[src/rtl/pipe_ctrl_pkg.sv]
// Shared types and constants for the pipeline hazard sequencer.
package pipe_ctrl_pkg;

  localparam int unsigned REG_W           = 5;
  localparam int unsigned MEM_TIMEOUT_DEF = 16;
  localparam logic [REG_W-1:0] REG_X0     = 5'd0;

  typedef enum logic [1:0] {
    RUN      = 2'd0,
    MEM_WAIT = 2'd1,
    ERR      = 2'd2
  } state_t;

  // Pipeline register enables/flushes, MSB first in port order
  typedef struct packed {
    logic pc_write;
    logic pc_sel_branch;
    logic ifid_write;
    logic ifid_flush;
    logic idex_write;
    logic idex_flush;
    logic exmem_write;
    logic memwb_write;
  } ctrl_t;

  localparam ctrl_t CTRL_IDLE = '0;

  localparam ctrl_t CTRL_RUN = '{pc_write: 1'b1, pc_sel_branch: 1'b0,
                                 ifid_write: 1'b1, ifid_flush: 1'b0,
                                 idex_write: 1'b1, idex_flush: 1'b0,
                                 exmem_write: 1'b1, memwb_write: 1'b1};

  // Redirect squashes the two younger instructions (IF/ID and ID/EX)
  localparam ctrl_t CTRL_BRANCH = '{pc_write: 1'b1, pc_sel_branch: 1'b1,
                                    ifid_write: 1'b1, ifid_flush: 1'b1,
                                    idex_write: 1'b1, idex_flush: 1'b1,
                                    exmem_write: 1'b1, memwb_write: 1'b1};

  // Hold PC and IF/ID, push a bubble into ID/EX, let older stages drain
  localparam ctrl_t CTRL_STALL = '{pc_write: 1'b0, pc_sel_branch: 1'b0,
                                   ifid_write: 1'b0, ifid_flush: 1'b0,
                                   idex_write: 1'b1, idex_flush: 1'b1,
                                   exmem_write: 1'b1, memwb_write: 1'b1};

endpackage

[src/rtl/pipe_hazard_ctrl_if.sv]
// Hazard inputs and pipeline control outputs of the sequencer.
// Perf counter signals exist only when PIPE_HAZARD_PERF_EN is defined.
interface pipe_hazard_ctrl_if;
  import pipe_ctrl_pkg::*;

  logic [REG_W-1:0] id_rs1;
  logic [REG_W-1:0] id_rs2;
  logic             id_uses_rs2;
  logic             ex_memread;
  logic [REG_W-1:0] ex_rd;
  logic             ex_branch_taken;
  logic             mem_req;
  logic             dmem_ready;

  logic             pc_write;
  logic             pc_sel_branch;
  logic             ifid_write;
  logic             ifid_flush;
  logic             idex_write;
  logic             idex_flush;
  logic             exmem_write;
  logic             memwb_write;
  logic             mem_timeout;
  logic [1:0]       state_o;
`ifdef PIPE_HAZARD_PERF_EN
  logic [31:0]      perf_stall_cycles;
  logic [31:0]      perf_flushes;
`endif

  // Sequencer side
  modport slave (
`ifdef PIPE_HAZARD_PERF_EN
    output perf_stall_cycles, output perf_flushes,
`endif
    input  id_rs1, input id_rs2, input id_uses_rs2, input ex_memread,
    input  ex_rd, input ex_branch_taken, input mem_req, input dmem_ready,
    output pc_write, output pc_sel_branch, output ifid_write, output ifid_flush,
    output idex_write, output idex_flush, output exmem_write, output memwb_write,
    output mem_timeout, output state_o
  );

  // Core datapath side
  modport master (
`ifdef PIPE_HAZARD_PERF_EN
    input  perf_stall_cycles, input perf_flushes,
`endif
    output id_rs1, output id_rs2, output id_uses_rs2, output ex_memread,
    output ex_rd, output ex_branch_taken, output mem_req, output dmem_ready,
    input  pc_write, input pc_sel_branch, input ifid_write, input ifid_flush,
    input  idex_write, input idex_flush, input exmem_write, input memwb_write,
    input  mem_timeout, input state_o
  );

endinterface

[src/rtl/pipe_load_use_detect.sv]
// Load-use hazard compare: the load in EX writes a register the ID
// instruction reads. x0 never creates a dependency.
module pipe_load_use_detect
  import pipe_ctrl_pkg::*;
(
  input  logic             ex_memread,
  input  logic [REG_W-1:0] ex_rd,
  input  logic [REG_W-1:0] id_rs1,
  input  logic [REG_W-1:0] id_rs2,
  input  logic             id_uses_rs2,
  output logic             lu_c
);

  assign lu_c = ex_memread && (ex_rd != REG_X0) &&
                ((ex_rd == id_rs1) || (id_uses_rs2 && (ex_rd == id_rs2)));

endmodule

[src/rtl/pipe_hazard_ctrl.sv]
// Pipeline sequencer: load-use stall, branch redirect, data-memory freeze
// and a sticky memory-timeout watchdog. Controls are combinational from the
// current state so a stall or redirect acts in the cycle it is detected.
// Optional perf counters: define PIPE_HAZARD_PERF_EN.
module pipe_hazard_ctrl
  import pipe_ctrl_pkg::*;
#(
  parameter int unsigned MEM_TIMEOUT = MEM_TIMEOUT_DEF,
  parameter int unsigned CNT_W       = 8
) (
  input logic               clk,
  input logic               reset,
  pipe_hazard_ctrl_if.slave bus
);

  localparam logic [CNT_W-1:0] CNT_LAST = CNT_W'(MEM_TIMEOUT - 1);

  state_t           state_q;
  state_t           state_d;
  logic [CNT_W-1:0] cnt_q;
  logic [CNT_W-1:0] cnt_d;
  ctrl_t            ctrl_c;
  logic             timeout_c;
  logic             run_eval_c;
  logic             freeze_c;
  logic             stall_c;
  logic             redirect_c;
  logic             lu_c;

  pipe_load_use_detect u_lu (
    .ex_memread  (bus.ex_memread),
    .ex_rd       (bus.ex_rd),
    .id_rs1      (bus.id_rs1),
    .id_rs2      (bus.id_rs2),
    .id_uses_rs2 (bus.id_uses_rs2),
    .lu_c        (lu_c)
  );

  // State and memory-wait counter registers
  always_ff @(posedge clk or negedge reset) begin
    if (!reset) begin
      state_q <= RUN;
      cnt_q   <= '0;
    end else begin
      state_q <= state_d;
      cnt_q   <= cnt_d;
    end
  end

  // Next state, wait counter and control mux (ERR > freeze > branch > load-use)
  always_comb begin
    state_d    = state_q;
    cnt_d      = cnt_q;
    ctrl_c     = CTRL_IDLE;
    timeout_c  = 1'b0;
    run_eval_c = 1'b0;
    freeze_c   = 1'b0;
    stall_c    = 1'b0;
    redirect_c = 1'b0;

    case (state_q)
      RUN: begin
        if (bus.mem_req && !bus.dmem_ready) begin
          freeze_c = 1'b1;
          state_d  = MEM_WAIT;
          cnt_d    = '0;
        end else begin
          run_eval_c = 1'b1;
        end
      end
      MEM_WAIT: begin
        if (bus.dmem_ready) begin
          run_eval_c = 1'b1;
          state_d    = RUN;
          cnt_d      = '0;
        end else begin
          freeze_c = 1'b1;
          if (cnt_q == CNT_LAST) begin
            state_d = ERR;
          end else begin
            cnt_d = cnt_q + CNT_W'(1);
          end
        end
      end
      ERR: begin
        timeout_c = 1'b1;
      end
      default: begin
        state_d = RUN;
        cnt_d   = '0;
      end
    endcase

    if (run_eval_c) begin
      if (bus.ex_branch_taken) begin
        ctrl_c     = CTRL_BRANCH;
        redirect_c = 1'b1;
      end else if (lu_c) begin
        ctrl_c  = CTRL_STALL;
        stall_c = 1'b1;
      end else begin
        ctrl_c = CTRL_RUN;
      end
    end
  end

  // Controls are forced idle while reset is held
  assign bus.pc_write      = reset & ctrl_c.pc_write;
  assign bus.pc_sel_branch = reset & ctrl_c.pc_sel_branch;
  assign bus.ifid_write    = reset & ctrl_c.ifid_write;
  assign bus.ifid_flush    = reset & ctrl_c.ifid_flush;
  assign bus.idex_write    = reset & ctrl_c.idex_write;
  assign bus.idex_flush    = reset & ctrl_c.idex_flush;
  assign bus.exmem_write   = reset & ctrl_c.exmem_write;
  assign bus.memwb_write   = reset & ctrl_c.memwb_write;
  assign bus.mem_timeout   = reset & timeout_c;
  assign bus.state_o       = 2'(state_q);

`ifdef PIPE_HAZARD_PERF_EN
  logic [31:0] perf_stall_q;
  logic [31:0] perf_flush_q;

  // Stall/redirect event counters; no events are raised in ERR, so they freeze
  always_ff @(posedge clk or negedge reset) begin
    if (!reset) begin
      perf_stall_q <= '0;
      perf_flush_q <= '0;
    end else begin
      if (freeze_c || stall_c) perf_stall_q <= perf_stall_q + 32'd1;
      if (redirect_c)          perf_flush_q <= perf_flush_q + 32'd1;
    end
  end

  assign bus.perf_stall_cycles = perf_stall_q;
  assign bus.perf_flushes      = perf_flush_q;
`endif

endmodule

[src/flat_wrapper.sv]
// flat-port wrapper written by rule: the top's interface ports become plain ports
module pipe_hazard_ctrl_flat import pipe_ctrl_pkg::*;
#(
  parameter int unsigned MEM_TIMEOUT = MEM_TIMEOUT_DEF,
  parameter int unsigned CNT_W       = 8
)
  (clk, reset, bus_id_rs1, bus_id_rs2, bus_id_uses_rs2, bus_ex_memread, bus_ex_rd, bus_ex_branch_taken, bus_mem_req, bus_dmem_ready, bus_pc_write, bus_pc_sel_branch, bus_ifid_write, bus_ifid_flush, bus_idex_write, bus_idex_flush, bus_exmem_write, bus_memwb_write, bus_mem_timeout, bus_state_o);
  pipe_hazard_ctrl_if bus_i ();
  input logic clk;
  input logic reset;
  input wire logic [$bits(bus_i.id_rs1)-1:0] bus_id_rs1;
  input wire logic [$bits(bus_i.id_rs2)-1:0] bus_id_rs2;
  input wire logic [$bits(bus_i.id_uses_rs2)-1:0] bus_id_uses_rs2;
  input wire logic [$bits(bus_i.ex_memread)-1:0] bus_ex_memread;
  input wire logic [$bits(bus_i.ex_rd)-1:0] bus_ex_rd;
  input wire logic [$bits(bus_i.ex_branch_taken)-1:0] bus_ex_branch_taken;
  input wire logic [$bits(bus_i.mem_req)-1:0] bus_mem_req;
  input wire logic [$bits(bus_i.dmem_ready)-1:0] bus_dmem_ready;
  output wire logic [$bits(bus_i.pc_write)-1:0] bus_pc_write;
  output wire logic [$bits(bus_i.pc_sel_branch)-1:0] bus_pc_sel_branch;
  output wire logic [$bits(bus_i.ifid_write)-1:0] bus_ifid_write;
  output wire logic [$bits(bus_i.ifid_flush)-1:0] bus_ifid_flush;
  output wire logic [$bits(bus_i.idex_write)-1:0] bus_idex_write;
  output wire logic [$bits(bus_i.idex_flush)-1:0] bus_idex_flush;
  output wire logic [$bits(bus_i.exmem_write)-1:0] bus_exmem_write;
  output wire logic [$bits(bus_i.memwb_write)-1:0] bus_memwb_write;
  output wire logic [$bits(bus_i.mem_timeout)-1:0] bus_mem_timeout;
  output wire logic [$bits(bus_i.state_o)-1:0] bus_state_o;
  assign bus_i.id_rs1 = bus_id_rs1;
  assign bus_i.id_rs2 = bus_id_rs2;
  assign bus_i.id_uses_rs2 = bus_id_uses_rs2;
  assign bus_i.ex_memread = bus_ex_memread;
  assign bus_i.ex_rd = bus_ex_rd;
  assign bus_i.ex_branch_taken = bus_ex_branch_taken;
  assign bus_i.mem_req = bus_mem_req;
  assign bus_i.dmem_ready = bus_dmem_ready;
  assign bus_pc_write = bus_i.pc_write;
  assign bus_pc_sel_branch = bus_i.pc_sel_branch;
  assign bus_ifid_write = bus_i.ifid_write;
  assign bus_ifid_flush = bus_i.ifid_flush;
  assign bus_idex_write = bus_i.idex_write;
  assign bus_idex_flush = bus_i.idex_flush;
  assign bus_exmem_write = bus_i.exmem_write;
  assign bus_memwb_write = bus_i.memwb_write;
  assign bus_mem_timeout = bus_i.mem_timeout;
  assign bus_state_o = bus_i.state_o;
  pipe_hazard_ctrl #(.MEM_TIMEOUT(MEM_TIMEOUT), .CNT_W(CNT_W)) u_core (.clk(clk), .reset(reset), .bus(bus_i));
endmodule
[config.mk]
export PLATFORM = sky130hd
export DESIGN_NAME = pipe_hazard_ctrl_flat
export DESIGN_NICKNAME = d
export VERILOG_FILES = /design/src/rtl/pipe_ctrl_pkg.sv /design/src/rtl/pipe_hazard_ctrl_if.sv /design/src/rtl/pipe_load_use_detect.sv /design/src/rtl/pipe_hazard_ctrl.sv /design/src/flat_wrapper.sv
export SDC_FILE = /design/constraint.sdc
export NUM_CORES = 1
export LEC_CHECK = 0
export ABC_AREA = 1
export CAP_MARGIN = 20
export CORE_AREA = 5 5 66 68
export CTS_CLUSTER_DIAMETER = 30
export DETAILED_ROUTE_END_ITERATION = 10
export DIE_AREA = 0 0 71 73
export PLACE_DENSITY = 0.52
export SLEW_MARGIN = 40
export SYNTH_ARGS = -nofsm -noshare
export SYNTH_HDL_FRONTEND = slang
export SYNTH_SLANG_ARGS = --single-unit
[constraint.sdc]
create_clock -name clk -period 2.02 [get_ports clk]
set_input_delay 0.303 -clock clk [delete_from_list [all_inputs] [get_ports clk]]
set_output_delay 0.303 -clock clk [all_outputs]
set_load 0.01 [all_outputs]
==> results of run 1 <==
## flip-flops by register name, summed over array words and instances, names as in the netlist
signal / count
u_core.bus.state_o: 2
u_core.cnt_q: 8
## cells in the final DEF (no fill, tap or decap), drive strengths merged
cell,count
or2,2
o21ai,10
xnor2,1
nor2,13
buf,8
inv,28
ha,1
dlygate4sd2,8
clkdlybuf4s50,20
nand4,7
a21oi,2
clkbuf,7
nor3,2
nand3,7
dlymetal6s2s,1
nand2,59
dfrtp,10
xor2,1
## metrics by stage
stage               total power, uW  hold slack, ps  instances  util, %  setup TNS [ps]
floorplan                       235            7.41        147        -               0
global placement                299             502        232     33.8           -1900
detailed placement              299             506        232     33.8           -2100
CTS                             555             456        237     35.1               0
global route                    577             470        237     34.9               0
finish                          542             451        237     34.9               0
## worst max-delay path, stage by stage
cell	delay (ps)
sky130_fd_sc_hd__clkdlybuf4s50_1	520
sky130_fd_sc_hd__inv_1	70
sky130_fd_sc_hd__nand2_1	50
sky130_fd_sc_hd__nand2_1	50
sky130_fd_sc_hd__nor2_1	90
sky130_fd_sc_hd__nand3_1	80
sky130_fd_sc_hd__nand2_1	90
sky130_fd_sc_hd__nand2_1	50
sky130_fd_sc_hd__nand2_1	50
sky130_fd_sc_hd__nand2_1	70
sky130_fd_sc_hd__clkbuf_2	130
## power groups by stage
stage	Combinational [uW]	Clock (uW)	Sequential (uW)
after floorplan	30.8	0	204
after global placement	95.3	0	204
after detailed placement	95.5	0	204
after CTS	94.1	261	201
after global routing	105	272	200
final	94.0	248	201
## cells by family after synthesis
kind of cell    Yosys count  share of synthesized area, %
compound gates           12                          8.12
simple gates             90                          44.3
fa+ha+maj                 1                          1.42
xor+xnor                  2                          1.99
flops                    10                          28.5
buf+inv                  32                          15.7
## path summary, 6_finish.rpt
kind | from | end | slack, ps | depth (start not counted)
max in group asynchronous | reset | u_core.cnt_q[7] | 1430 | 2
min in group clk | u_core.cnt_q[7] | u_core.cnt_q[7] | 510 | 2
min reg2reg | u_core.cnt_q[7] | u_core.cnt_q[7] | 510 | 2
max reg2reg | u_core.bus.state_o[1] | u_core.cnt_q[3] | 600 | 9
min | reset | u_core.cnt_q[3] | 450 | 2
max | bus_ex_rd[2] | bus_ifid_write | 160 | 11
## final cells by class
type | instances | area [sq um]
Clock buffer | 4 | 55.1
Sequential cell | 10 | 250
Multi-Input combinational cell | 105 | 493
Timing Repair Buffer | 40 | 358
Fill cell | 430 | 2470
Tap cell | 50 | 62.6
Inverter | 28 | 108
## layer usage
| metal | GRT usage (%) | vias to the layer above | routed length (um) |
|---|---|---|---|
| met4 | 2.71 | 0 | 17 |
| met2 | 16.0 | 18 | 1120 |
| met1 | 12.2 | 400 | 1090 |
| li1 | - | 527 | - |
| met5 | 0 | - | 0 |
| met3 | 3.03 | 2 | 108 |
## what timing repair did
action | 4_1_cts | 5_1_grt
setup buffers | 1 | 0
pin swaps | 1 | 0
endpoints found under the hold margin | 0 | 0
gates resized for setup | 12 | 9
setup endpoints to repair | 8 | 4
==> run summary, run 1 <==
The flow ran to the end, and the final reports show no timing, DRC or antenna violations. Setup repair after global routing left no endpoint under its margin. Timing analysis after detailed placement gives a worst setup slack of -301 ps. The fraction of power spent switching nets was 21.6%. The post-route minimum period is 1860 ps, and the initial standard-cell utilization of the core is 23.1%. For the net load switching power, the log shows 117 uW. The later pin in the worst-skew pair is clocked with a latency of 230 ps. The run gives 9.69% as the global routing usage summed across all routing layers. TritonCTS built the clock tree. For the endpoint arrival time on the critical path, the log shows 1550 ps. The first routing iteration left 23 violations.

Routed via count: 947. For this run, design rule violations remaining after detail routing come to 0. The via count of the first global-routing pass was 927. From synthesis to final layout, the design area changed by 51.0%.

The worst setup path is launched from an input port. The kind of critical path was input port to output port. IR analysis of the VDD net gives a maximum drop of 447 uV. By area the synthesized netlist is led by sky130_fd_sc_hd__dfrtp_1 28%, sky130_fd_sc_hd__nand2_1 24%, sky130_fd_sc_hd__inv_1 11%.

The tools report the H-tree depth reported by CTS as 1. The detailed placement HPWL was 1990 um. Once detail routing completed, the nets flagged for antenna violations numbered 0. The internal portion of the total power is 425 uW.

After synthesis, the share of flip-flops with an asynchronous set or reset is 100%. For the pin with the worst max-slew slack, the measured transition is 293 ps. At the end of the flow, the number of nets in the layout was 211. From left edge to right edge, the die measures 71 um. The pin count of the biggest net entering global routing was 11; the count of flip-flops with a built-in enable after synthesis was 0.

The portion of the clock cycle consumed by the worst path in the final layout was 92.0%; the CTS clock-pin slew for the worst setup and hold paths was 50 ps. Area of all placed cells without fillers: 1330 sq um. In the synthesized netlist the dominant register cell turns out to be sky130_fd_sc_hd__dfrtp_1.

In the routed layout, each cell is associated on average with a via count of 4.00. The power density of the placed cells came out at 409 nW/um^2. The core region is 3800 sq um. In this run, synthesis produced a sequential element count of 10. Buffers inserted during clock tree synthesis total 3. The relative slew slack was 80.4%; the sum of overflow across all layers after global routing was 0. For the number of warning messages in the yosys log, the log shows 0. The placed instances occupy a cell area of 1280 sq um.

The tools report the floorplan die area as 5180 sq um. Timing would allow up to 538 MHz. The run gives 45.6% as the clock network fraction of total power. The number of buffers on the longest clock path is 2, and the worst clock skew is 2.66 ps.

The share of total power in sequential cells is 37.0%. The first global-routing pass estimated 4020 um of wire. The tool flagged a number of max-cap violations equal to 0. The worst setup path is captured at an output port. The routability congestion estimate from global placement is 0.818. In the final layout, the share of cells above drive strength 1 is 14.4%. Dividing the detail-routed wire length by the instance count gives 9.88 um.

The min-delay analysis places its worst path in the category input port to async pin. After clock tree synthesis, the flow added hold-fix buffers numbering 0. The logs give 0 for the number of slew-limit violations in the final report and 28.5% for the portion of the post-synthesis area used by sequential elements.

The number of buffers inserted by port buffering is 32. The number of placed I/O pins is 33, and the post-synthesis instance total is 147. Cell accounting for the most synthesized area: sky130_fd_sc_hd__dfrtp_1. In this run the biggest area consumer among cell types represents 28.5% of the synthesized area. The number of distinct library cells after synthesis was 24.

When the netlist entered floorplanning its net count stood at 170. The leakage dissipation was 0.000725 uW; the total iterations of the first detailed-routing run was 4. The maximum fanout count along the critical path is 3. The clock tree root buffer cell was sky130_fd_sc_hd__clkbuf_8.

Summed over all layers, the routed wires come to 2340 um. The cell with the most instances after synthesis was sky130_fd_sc_hd__nand2_1. Total number of placement rows: 23. Setup slack on the critical path of the routed design comes to 162 ps. The tools report the number of sinks handled by clock tree synthesis as 10. In the synthesized netlist, the cells that appear most often are 57 x sky130_fd_sc_hd__nand2_1, 26 x sky130_fd_sc_hd__inv_1, 12 x sky130_fd_sc_hd__nor2_1.

Combinational logic burns 17.3% of the power. Data on the critical path is required at its endpoint by 1720 ps. The number of antenna violations at the first check in global routing is 0, and the antenna diode instance count is 0.

The run gives 0 as the total of endpoints with negative setup slack in the final report. The floorplan die height was 73 um. The average cell area after synthesis was 5.98 sq um. In this run the cell area of the synthesized design comes to 878 sq um. The hold violation total from the final report is 0.
(Power assumes the default switching activity.)
==> run 2, diff against run 1 <==
- CORE_AREA: 5 5 66 68 -> 3 3 64 66
- DIE_AREA: 0 0 71 73 -> 0 0 67 69
- PLACE_DENSITY: 0.52 -> 0.58
==> run summary, run 2 (synthesized netlist as in run 1, its figures left out) <==
The logs give 80.5% (+0.12 points) for the relative slew slack and 0 (unchanged) for the number of antenna violations at the first check in global routing. More flip-flops sit in one register than any other, and that register is u_core.cnt_q. The library cells used most frequently in the layout, excluding fill and tap cells, are 57 x sky130_fd_sc_hd__nand2_1, 26 x sky130_fd_sc_hd__inv_1, 20 x sky130_fd_sc_hd__clkdlybuf4s50_1. In this run the clock root is driven by a sky130_fd_sc_hd__clkbuf_8. The run gives 910 (-1.8%) as the via count of the first global-routing pass.

The run gives 10.4% (+0.75 points) as the global routing usage summed across all routing layers. The transition time at the pin with the least slew margin came out at 291 ps (-1.80 ps). The number of placed I/O pins was 33 (unchanged); the routability congestion estimate from global placement was 0.782 (-4.3%). For the final-stage net count, the log shows 213 (+0.95%).

The flow ran to the end, and the final reports show no timing, DRC or antenna violations. Walking the worst path, the cells encountered are inv_1, nand2_1, inv_1, nand2_1, a21oi_4, buf_4, nand2_1, nand2_1, clkbuf_2. The final cell utilization of the core was 36.9% (+2.0 points). The post-detailed-placement cell area is 1290 sq um (+0.39%). For the total iterations of the first detailed-routing run, the log shows 4 (unchanged). The logs give 1720 ps (about the same) for the required time reported for the critical path endpoint and 2280 um (-2.7%) for the total length of routed wires. First-pass GRT wire length: 3790 um (-5.8%).

The clock latency reported for the late side of the worst-skew pair is 240 ps (about the same), and the number of buffers inserted by port buffering is 32 (unchanged). The tools report the clock buffer count from CTS as 3 (unchanged). The remaining routing DRC violations is 0 (unchanged). The power density of the placed cells is 413 nW/um^2 (+0.89%). The reported max-cap violation count came out at 0 (unchanged). The floorplan die area was 4620 sq um (-11%); the routed via count divided by cell count was 4.13 (+3.3%). The area of all placed cells without fillers was 1340 sq um (+1.2%); the number of slew-limit violations in the final report was 0 (unchanged).

The placeable core region came out at 3630 sq um (-4.3%). The path class of the tightest hold or removal check is input port to async pin. The total number of placement rows is 22 (-4.3%), and the floorplan die height is 69 um (-5.5%). The tools report the detailed placement HPWL as 1850 um (-6.8%). The kind of critical path is flop to output port. The tools report the count of hold-fix buffers inserted at cts as 0 (unchanged). Setup repair after global routing left no endpoint under its margin. The worst setup path is captured at an output port. TritonCTS built the clock tree. The floorplan die width was 67 um (-5.6%); the portion of the clock cycle consumed by the worst path in the final layout was 91.6% (-0.39 points).

The run gives 256 uV (-43%) as the maximum resistive drop on vdd. The fmax came out at 541 MHz (+0.42%). The logs give 0 (unchanged) for the antenna diode instance count and 10 (unchanged) for the number of sinks handled by clock tree synthesis.

Pin count of the biggest net entering global routing: 11 (unchanged). The sum of overflow across all layers after global routing is 0 (unchanged). The maximum fanout count along the critical path works out to 3 (unchanged).

The number of DRC markers in iteration 0 is 60 (+160%), and the initial standard-cell utilization of the core is 24.2% (+1.1 points). For the routed via count, the log shows 978 (+3.3%). The post-route minimum period works out to 1850 ps (-7.85 ps).

The total of endpoints with negative setup slack in the final report is 0 (unchanged). The layout cell share with drive strength beyond 1 is 15.9% (+1.4 points). The number of buffers on the longest clock path is 2 (unchanged), and the number of flip-flops under the largest register name is 8 (unchanged). The most used cell along the critical path is sky130_fd_sc_hd__nand2_1. The logs give 0 (unchanged) for the number of nets still failing antenna checks after routing and 1 (unchanged) for the H-tree depth reported by CTS. The biggest cell delay along the critical path came out at 390 ps (-130 ps). The synthesis-to-finish area growth was 52.8%; the worst clock skew was 4.67 ps (+2.01 ps). For the hold violation total from the final report, the log shows 0 (unchanged). The CTS clock-pin slew for the worst setup and hold paths is 50 ps (about the same), and the leakage dissipation is 0.000737 uW (+1.7%). The most common library cell in the layout ignoring fill and taps is sky130_fd_sc_hd__nand2_1. The endpoint arrival time on the critical path is 1550 ps (about the same), and the setup TNS after final layout is 0 ps (unchanged). The kind of start point of the critical path is a flop. The average wire length per cell after detail routing works out to 9.61 um (-2.7%). For this design, the slowest cell found on the critical path is sky130_fd_sc_hd__dfrtp_1.
-- run 2: worst paths after layout --
kind | startpoint | end | slack (ps) | cells past startpoint
worst max-delay path | u_core.bus.state_o[1] | bus_ifid_write | 170 | 9
max in group asynchronous | reset | u_core.cnt_q[4] | 1470 | 2
worst min register to register | u_core.cnt_q[4] | u_core.cnt_q[4] | 510 | 2
min in group clk | u_core.cnt_q[4] | u_core.cnt_q[4] | 510 | 2
worst max register to register | u_core.bus.state_o[1] | u_core.cnt_q[3] | 590 | 9
worst min-delay path | reset | u_core.cnt_q[6] | 400 | 2
-- run 2: critical path: cells and delay by family, from the launching register on --
kind	cells	cell delay (ps)
AOI/OAI and AO/OA	1	170
buffers and inverters	4	410
DFF	1	390
and+or+nand+nor	4	340
-- run 2: per-stage QoR --
stage	total power, uW	setup WS [ps]	cells	hold slack [ps]
floorplan	235	306	147	7.41
global placement	300	-302	231	496
detailed placement	300	-355	231	498
CTS	564	6.50	237	422
global route	585	49.4	237	448
finish	554	170	237	399
-- run 2: repair_timing --
action / in CTS / in global routing
pin swaps: 1 / 0
setup endpoints to repair: 8 / 6
gates cloned: 0 / 0
setup buffers: 2 / 0
resized for setup: 12 / 12
-- run 2: power by group --
| part | leakage (uW) | total (uW) | internal [uW] | switching, uW |
|---|---|---|---|---|
| Combinational | 0.000584 | 94.5 | 54.9 | 39.6 |
| Clock | 0.0000288 | 259 | 172 | 86.7 |
| Sequential | 0.000124 | 201 | 201 | 0 |
| Total | 0.000737 | 554 | 428 | 126 |
-- run 2: layout make-up --
type	instances	area, sq um
Multi-Input combinational cell	105	500
Tap cell	48	60.1
Timing Repair Buffer	42	369
Clock buffer	4	55.1
Sequential cell	10	250
Fill cell	423	2290
Inverter	28	108
-- run 2: layer usage --
metal / routed length, um / share of wire [%] / track usage [%]
met1: 1050 / 46 / 13.6
met2: 1070 / 47 / 15.6
met3: 154 / 6.8 / 3.75
met4: 0 / 0 / 3.83
met5: 0 / 0 / 0
==> run 3, diff against run 2 <==
- SLEW_MARGIN: 40 -> unset
==> results of run 3 <==
Final layout, timing and power as in run 2 (identical DEF).
